<file path="src/rtl/dual_port_memory_pkg.sv">
// Shared definitions for the datapath store: read-during-write policy codes
// and the controller state encoding.
package dual_port_memory_pkg;

    localparam int RDW_READ_FIRST  = 0;
    localparam int RDW_WRITE_FIRST = 1;

    typedef enum logic {
        CLEAR = 1'b0,
        RUN   = 1'b1
    } state_t;

endpackage

</file>
<file path="src/rtl/dual_port_memory_if.sv">
// Request/response bundle of the memory: one write port, one registered read
// port, plus status strobes.
interface dual_port_memory_if #(
    parameter int DATA_WIDTH = 4,
    parameter int ADDR_WIDTH = 5
);
    logic                  read;
    logic                  write;
    logic [ADDR_WIDTH-1:0] read_address;
    logic [ADDR_WIDTH-1:0] write_address;
    logic [DATA_WIDTH-1:0] data_to_write;
    logic [DATA_WIDTH-1:0] data_read;
    logic                  read_valid;
    logic                  ready;
    logic                  addr_error;

    modport master (
        output read, write, read_address, write_address, data_to_write,
        input  data_read, read_valid, ready, addr_error
    );

    modport slave (
        input  read, write, read_address, write_address, data_to_write,
        output data_read, read_valid, ready, addr_error
    );
endinterface

</file>
<file path="src/rtl/dual_port_memory.sv">
// Single-clock memory with one write port, one registered read port, a
// selectable read-during-write policy and a post-reset zeroing sweep.
module dual_port_memory
    import dual_port_memory_pkg::*;
#(
    parameter int DATA_WIDTH     = 4,
    parameter int ADDR_WIDTH     = 5,
    parameter int DEPTH          = 2 ** ADDR_WIDTH,
    parameter int RDW_MODE       = RDW_READ_FIRST,
    parameter int CLEAR_ON_RESET = 1
) (
    input  logic                clk,
    input  logic                rst,
    dual_port_memory_if.slave   bus
);

    localparam logic [ADDR_WIDTH:0]   DEPTH_L     = (ADDR_WIDTH + 1)'(DEPTH);
    localparam logic [ADDR_WIDTH-1:0] LAST_ADDR   = ADDR_WIDTH'(DEPTH - 1);
    localparam state_t                RESET_STATE = (CLEAR_ON_RESET != 0) ? CLEAR : RUN;
    localparam logic                  RESET_READY = (CLEAR_ON_RESET == 0);

    logic [DATA_WIDTH-1:0] mem_q [DEPTH];

    state_t                state_q, state_d;
    logic [ADDR_WIDTH-1:0] clr_cnt_q, clr_cnt_d;
    logic [DATA_WIDTH-1:0] data_read_q, data_read_d;
    logic                  read_valid_q, read_valid_d;
    logic                  ready_q, ready_d;
    logic                  addr_error_q, addr_error_d;

    logic                  rd_in_range;
    logic                  wr_in_range;
    logic [DATA_WIDTH-1:0] rd_word;
    logic                  mem_we;
    logic [ADDR_WIDTH-1:0] mem_waddr;
    logic [DATA_WIDTH-1:0] mem_wdata;

    // Widen by one bit so DEPTH == 2**ADDR_WIDTH compares correctly.
    assign rd_in_range = {1'b0, bus.read_address}  < DEPTH_L;
    assign wr_in_range = {1'b0, bus.write_address} < DEPTH_L;

    always_comb begin
        state_d      = state_q;
        clr_cnt_d    = clr_cnt_q;
        data_read_d  = data_read_q;
        read_valid_d = 1'b0;
        ready_d      = ready_q;
        addr_error_d = 1'b0;
        mem_we       = 1'b0;
        mem_waddr    = bus.write_address;
        mem_wdata    = bus.data_to_write;
        rd_word      = '0;
        if (rd_in_range) begin
            rd_word = mem_q[bus.read_address];
        end

        case (state_q)
            CLEAR: begin
                // The sweep owns the write port; user requests are ignored.
                mem_we    = 1'b1;
                mem_waddr = clr_cnt_q;
                mem_wdata = '0;
                if (clr_cnt_q == LAST_ADDR) begin
                    state_d   = RUN;
                    ready_d   = 1'b1;
                    clr_cnt_d = '0;
                end else begin
                    clr_cnt_d = clr_cnt_q + ADDR_WIDTH'(1);
                end
            end
            RUN: begin
                mem_we = bus.write && wr_in_range;
                if (bus.read) begin
                    read_valid_d = 1'b1;
                    data_read_d  = rd_word;
                    // rd_word is the pre-edge contents, which is read-first by nature.
                    if (RDW_MODE == RDW_WRITE_FIRST && mem_we &&
                        bus.write_address == bus.read_address) begin
                        data_read_d = bus.data_to_write;
                    end
                end
                addr_error_d = (bus.read && !rd_in_range) || (bus.write && !wr_in_range);
            end
            default: begin
                state_d = RESET_STATE;
            end
        endcase
    end

    always_ff @(posedge clk) begin
        if (mem_we) begin
            mem_q[mem_waddr] <= mem_wdata;
        end
    end

    always_ff @(posedge clk or posedge rst) begin
        if (rst) begin
            state_q      <= RESET_STATE;
            clr_cnt_q    <= '0;
            data_read_q  <= '0;
            read_valid_q <= 1'b0;
            ready_q      <= RESET_READY;
            addr_error_q <= 1'b0;
        end else begin
            state_q      <= state_d;
            clr_cnt_q    <= clr_cnt_d;
            data_read_q  <= data_read_d;
            read_valid_q <= read_valid_d;
            ready_q      <= ready_d;
            addr_error_q <= addr_error_d;
        end
    end

    assign bus.data_read  = data_read_q;
    assign bus.read_valid = read_valid_q;
    assign bus.ready      = ready_q;
    assign bus.addr_error = addr_error_q;

endmodule

</file>
<file path="src/flat_wrapper.sv">
// flat-port wrapper written by rule: the top's interface ports become plain ports
module dual_port_memory_flat import dual_port_memory_pkg::*;
#(
    parameter int DATA_WIDTH     = 4,
    parameter int ADDR_WIDTH     = 5,
    parameter int DEPTH          = 2 ** ADDR_WIDTH,
    parameter int RDW_MODE       = RDW_READ_FIRST,
    parameter int CLEAR_ON_RESET = 1
)
  (clk, rst, bus_read, bus_write, bus_read_address, bus_write_address, bus_data_to_write, bus_data_read, bus_read_valid, bus_ready, bus_addr_error);
  dual_port_memory_if #(.DATA_WIDTH(DATA_WIDTH), .ADDR_WIDTH(ADDR_WIDTH)) bus_i ();
  input  logic clk;
  input  logic rst;
  input wire logic [$bits(bus_i.read)-1:0] bus_read;
  input wire logic [$bits(bus_i.write)-1:0] bus_write;
  input wire logic [$bits(bus_i.read_address)-1:0] bus_read_address;
  input wire logic [$bits(bus_i.write_address)-1:0] bus_write_address;
  input wire logic [$bits(bus_i.data_to_write)-1:0] bus_data_to_write;
  output wire logic [$bits(bus_i.data_read)-1:0] bus_data_read;
  output wire logic [$bits(bus_i.read_valid)-1:0] bus_read_valid;
  output wire logic [$bits(bus_i.ready)-1:0] bus_ready;
  output wire logic [$bits(bus_i.addr_error)-1:0] bus_addr_error;
  assign bus_i.read = bus_read;
  assign bus_i.write = bus_write;
  assign bus_i.read_address = bus_read_address;
  assign bus_i.write_address = bus_write_address;
  assign bus_i.data_to_write = bus_data_to_write;
  assign bus_data_read = bus_i.data_read;
  assign bus_read_valid = bus_i.read_valid;
  assign bus_ready = bus_i.ready;
  assign bus_addr_error = bus_i.addr_error;
  dual_port_memory #(.DATA_WIDTH(DATA_WIDTH), .ADDR_WIDTH(ADDR_WIDTH), .DEPTH(DEPTH), .RDW_MODE(RDW_MODE), .CLEAR_ON_RESET(CLEAR_ON_RESET)) u_core (.clk(clk), .rst(rst), .bus(bus_i));
endmodule
</file>
<file path="config.mk">
export PLATFORM = sky130hd
export DESIGN_NAME = dual_port_memory_flat
export DESIGN_NICKNAME = d
export VERILOG_FILES = /design/src/rtl/dual_port_memory_pkg.sv /design/src/rtl/dual_port_memory_if.sv /design/src/rtl/dual_port_memory.sv /design/src/flat_wrapper.sv
export SDC_FILE = /design/constraint.sdc
export NUM_CORES = 1
export LEC_CHECK = 0
export BUFFER_PORTS_ARGS = -buffer_cell sky130_fd_sc_hd__buf_2
export CAP_MARGIN = 20
export CORE_AREA = 10 10 117 119
export CTS_CLUSTER_DIAMETER = 120
export DETAILED_ROUTE_END_ITERATION = 10
export DIE_AREA = 0 0 127 129
export HOLD_SLACK_MARGIN = 0.1
export PLACE_DENSITY = 0.68
export RECOVER_POWER = 100
export REMOVE_ABC_BUFFERS = 1
export SYNTH_ARGS = -nofsm -noshare
export SYNTH_HDL_FRONTEND = slang
export SYNTH_SLANG_ARGS = --single-unit
export TNS_END_PERCENT = 1
</file>
<file path="constraint.sdc">
create_clock -name clk -period 2.25 [get_ports clk]
set_input_delay 0.225 -clock clk [delete_from_list [all_inputs] [get_ports clk]]
set_output_delay 0.225 -clock clk [all_outputs]
set_load 0.005 [all_outputs]
</file>
Yosys cells after proc, flatten, opt, wreduce, memory -nomap -nowiden
Memory sizes are Yosys's and may differ from the RTL's. A register that Yosys moved wholly into a read port is not among the register bits.
Index checks and enable logic that the tools add are counted.
{"block": "op_classes", "n_reduce_logical": 2, "n_eq_ne": 1, "muxes": 10, "n_bitwise": 1, "add_sub_neg": 1}
{"op": "$mux W5", "n": 2}
{"op": "$mux W1", "n": 6}
{"op": "$add A5 B1 Y5 const B", "n": 1}
{"op": "$eq A5 B5 Y1 const B", "n": 1}
{"op": "$mux W4", "n": 1}
{"op": "$reduce_and A2 Y1", "n": 2}
{"op": "$pmux W1 S2", "n": 1}
{"op": "$not A1 Y1", "n": 1}
{"block": "word_totals", "in_bits": 18, "ff_bits": 8, "ram_bits": 128, "mem_count": 1, "out_inout_bits": 7, "wordCells": 20}
{"name": "u_core.mem_q", "words": 32, "word_bits": 4, "rd": 1, "rd_clocked_by_memory_dff": 1, "write_ports": 1, "line": "dual_port_memory.sv:22", "source": "logic [DATA_WIDTH-1:0] mem_q [DEPTH];"}

Longest topological paths before layout
{"block": "depth", "word_depth": 4, "ltp_mapped": 7, "mapped_depth_nobuf": 6}

Worst setup path before layout
OpenSTA, ideal clock, no wires.
{"block": "synth_path", "path_kind": "reg2reg", "from": "register u_core.state_q", "to": "memory u_core.mem_q[0][0] (data pin)", "period_less_slack_ps": 1768, "arrival_ps": 1485, "setup_ps": 284, "n_path_buf": 2, "stages_incl_launch_ff": 4, "slack_ps": 482, "t_required_ps": 1966, "cell_sequence": "dfrtp_1 clkbuf_1 clkbuf_1 and2_1"}
{"block": "synth_between", "elab_chain_len": 1}
{"item": "from (decl)", "line": "dual_port_memory.sv:24", "source": "state_t state_q, state_d;"}
{"item": "from (signal assigned)", "line": "dual_port_memory.sv:105", "source": "state_q <= state_d;"}
{"item": "$mux W4", "line": "dual_port_memory.sv:57", "source": "case (state_q)"}
{"item": "named net u_core.mem_wdata[0]", "line": "dual_port_memory.sv:36", "source": "logic [DATA_WIDTH-1:0] mem_wdata;"}
{"item": "to (decl)", "line": "dual_port_memory.sv:22"}
The timed path passes the listed nets, and every way through them passes these cells.

Worst setup path after layout
{"block": "layout_path", "from": "register u_core.state_q", "to": "memory u_core.mem_q[0][0], enable pin"}
{"block": "layout_between", "elab_chain_len": 4, "word_cells_on_any_way": 5, "cone_classes": "mux (4); bitwise (1)"}
{"item": "$not A1 Y1 (no source line)"}
{"item": "$pmux W1 S2", "line": "dual_port_memory.sv:57"}
{"item": "$mux W1", "line": "dual_port_memory.sv:91", "source": "if (mem_we) begin"}
{"item": "$mux W1 (not written as such)", "line": "dual_port_memory.sv:92", "source": "mem_q[mem_waddr] <= mem_wdata;"}
Several ways; a longest one is shown, not always the timed one.

==> impl_results.md <==
* Status: finished, final reports clean
* Share of cells above drive strength 1 at between 10% and 20%
* Final net count at about 430
* XOR/XNOR share of the synthesized area at 0%
* CTS Root Cell: clkbuf_16
* YS warnings at 0
* Number of diodes at 0
* Bufs and invs on worst path at 1
* Final WL at 12,400 um
* Setup Fix Bufs, Post-CTS at 0
* Busiest grt layer: met2
* Resized cells post-CTS at 0
* Routability cong. at approximately 0.84
* Final ANT Viol Nets at 0
* Die width at approximately 130 um
* CTS tree: done
* Fin crit period at 2080 ps
* Post-synth top area cell: edfxtp_1
* Avg Cell Area, Syn at approximately 16 um2
* First-pass GRT wire length at 19,000 um
* Vias at between 3,000 and 4,000
* Pleak at about 0.0024 uW
* Area Overhead vs Synth at 13.9%
* Drt wl/cell at 21.8 um
* Crit Path Class: flip-flop to flip-flop
* Core area at between 10,000 and 15,000 um2
* Post-synthesis cell area at 5830 um2
* Power per cell area at about 850 nW/um2
* Detailed Place HPWL at 8200 um
* Synth Area in Compound Gates at about 8.5%
* I/O Buffers at 23
* Register area share after synthesis at 71.1%
* Slew margin rel. at approximately 29%
* Final Hold Fails at 0
* Post-synthesis cell count at 372
* Largest family of logic cells by synthesized area: multiplexers
* TNS Setup at 0 ps
* DRT Pass-1 Iters at 4
* CP Cell Sequence: buf_4, nor3_1, a21oi_1, nor2_1
* Initial DRC Count at around 350
* Largest net degree at the start of global routing at 33
* Worst VDD drop at between 400 and 500 uV
* Setup Viol. Count Final at 0
* Slew @ Worst Pin at approximately 1100 ps
* Worst-path clk slew at 60 ps
* M1 GR Usage at 19.0%
* Num rows at 39
* Vias in the first global route at approximately 3,400
* Longest Clk Path Bufs at 2
* Flops & latches, synth at 140
* Number of placed I/O pins at 25
* Adder-cell area share of the yosys netlist at 0.644%
* Cts hold-fix bufs at 1
* DRC at 0
* Tcrit/Tclk final at 92.4%
* Worst min-delay path class: primary input to flip-flop
* Max_cap viols at 0
* Crit path max-delay family: compound AO/OA/AOI/OAI gates
* Synth Area in Simple Gates at between 5 and 6%
* Critical Path RT at 2360 ps
* Critical Path Start Type: flip-flop
* CP Max Fanout at 23
* Area contributors post-synth: edfxtp_1 (66%), mux2i_1 (11%), dfrtp_1 (5.2%), nor2_1 (2.5%), a22oi_1 (2.1%)
* RSZ-0062 raised after global routing: no
* Clock latency on the worst-skew pair at roughly 420 ps
* Met2 Track Usage GR at 24.9%
* Fmax at 481 MHz
* Num CTS Buffers at 17
* Clock Sinks at 140
* Crit-path max cell delay at just over 800 ps
* Global Route met3 Usage at 4.44%
* Mux contribution to synthesized area at about an eighth
* Design Area, Final at 6630 um2
* Total gr overflow at 0
* Worst setup EP type: flip-flop
* Final Skew at approximately 7.5 ps
* Vias per inst at 5.85
* Synth cell types at 37
* Starting Density at between 50 and 60%
* CP max stage cell: a21oi_1
* Cell Area, Placed at about 6000 um2
* Antenna violations before repair at 0
* Die Ht at 129 um
* Fin util at 58.6%
* Slew Limit Fails at 0
* Area share of the largest cell type after synthesis at between 60% and 70%
* Tot GR Track Use at roughly 15%
* CTS HTree Levels at 4
* WP data arrival at 2190 ps
* Die footprint at 16,400 um2
-- sequential cells by signal (all words and copies together), names as in the netlist --
signal	count
u_core.state_q	1
u_core.clr_cnt_q	5
u_core.mem_q	128
u_core.bus.data_read	4
u_core.bus.ready	1
u_core.bus.read_valid	1
-- worst paths after layout --
| kind | startpoint | to | slack (ps) | cells past startpoint |
|---|---|---|---|---|
| worst max-delay path | u_core.state_q | u_core.mem_q[0][0] | 170 | 4 |
| worst min-delay path | bus_read | u_core.bus.read_valid | 320 | 3 |
| worst max register to register | u_core.state_q | u_core.mem_q[0][0] | 170 | 4 |
| worst min register to register | u_core.bus.ready | u_core.bus.ready | 460 | 1 |
| max in group asynchronous | rst | u_core.bus.read_valid | 1500 | 3 |
| min in group asynchronous | rst | u_core.bus.ready | 390 | 3 |
-- report_power, final --
part	leakage (uW)	total, uW	switching, uW	internal [uW]
combinational	0.000882	310	199	111
sequential	0.00130	2870	11.3	2860
clock	0.000250	2450	964	1480
-- cell type report --
type | instances | area, um2
multi-input cells | 209 | 1540
clock inverters | 10 | 77.6
repair buffers | 40 | 235
fillers | 883 | 4690
inverters | 5 | 18.8
clock buffers | 20 | 437
well taps | 143 | 179
flip-flops and latches | 140 | 4140
-- per-layer routing --
metal / vias up / wire length [um]
met5: - / 0
met4: 0 / 279
met3: 23 / 713
met2: 123 / 5940
met1: 1637 / 5420
li1: 1535 / -
-- per-stage QoR --
step | hold WS, ps | power [uW] | cells | worst slack [ps]
2_1_floorplan | 89.7 | 3080 | 354 | 394
3_3_place_gp | 269 | 3230 | 534 | 188
3_5_place_dp | 282 | 3240 | 535 | 88.6
4_1_cts | 306 | 5650 | 566 | 84.1
5_1_grt | 348 | 5780 | 567 | 55.7
6_report | 318 | 5630 | 567 | 170
-- cells in the final DEF, fill, tap and decap left out, types with 2 or more instances in the layout --
| cell | count |
|---|---|
| a21o_1 | 2 |
| a21oi_1 | 9 |
| a221oi_1 | 7 |
| a22o_1 | 9 |
| a22oi_1 | 16 |
| a31oi_1 | 3 |
| and2_0 | 2 |
| and2_1 | 3 |
| buf_2 | 17 |
| buf_4 | 9 |
| clkbuf_1 | 9 |
| clkbuf_16 | 17 |
| clkbuf_2 | 6 |
| clkinv_1 | 2 |
| clkinv_2 | 5 |
| clkinvlp_4 | 2 |
| dfrtp_1 | 12 |
| edfxtp_1 | 128 |
| ha_1 | 3 |
| inv_1 | 5 |
| mux2_2 | 3 |
| mux2i_1 | 65 |
| nand2_1 | 16 |
| nand2b_1 | 2 |
| nand3_1 | 3 |
| nor2_1 | 39 |
| nor2b_1 | 3 |
| nor3_1 | 2 |
| o21ai_0 | 3 |
| o22ai_1 | 4 |
| o41ai_2 | 3 |
| or2_2 | 2 |
-- tightest hold or removal path, cell delays in order --
cell     delay (ps)
buf_2            70
nand2_1         250
inv_1           140
-- synth_stat cells, drive strengths merged --
cell,number
a21o,2
a21oi,9
a221oi,8
a22o,9
a22oi,16
a31oi,3
a32o,1
a32oi,1
and2,5
and3,1
buf,7
clkbuf,11
conb,1
dfrtp,12
edfxtp,128
ha,3
inv,5
mux2,3
mux2i,65
nand2,16
nand2b,2
nand3,3
nor2,39
nor2b,3
nor3,2
nor3b,1
o21ai,3
o22ai,4
o31ai,1
o32ai,1
o41ai,4
or2,2
or4b,1
-- cell families (layout without fill, tap and decap cells) --
| kind of cell | Yosys count | count (layout) |
|---|---|---|
| AOI/OAI and AO/OA | 62 | 62 |
| adders and majority gates | 3 | 3 |
| buffers and inverters | 23 | 75 |
| DFF | 140 | 140 |
| muxes | 68 | 68 |
| other | 1 | 1 |
| and+or+nand+nor | 75 | 75 |
(Power assumes the default switching activity.)
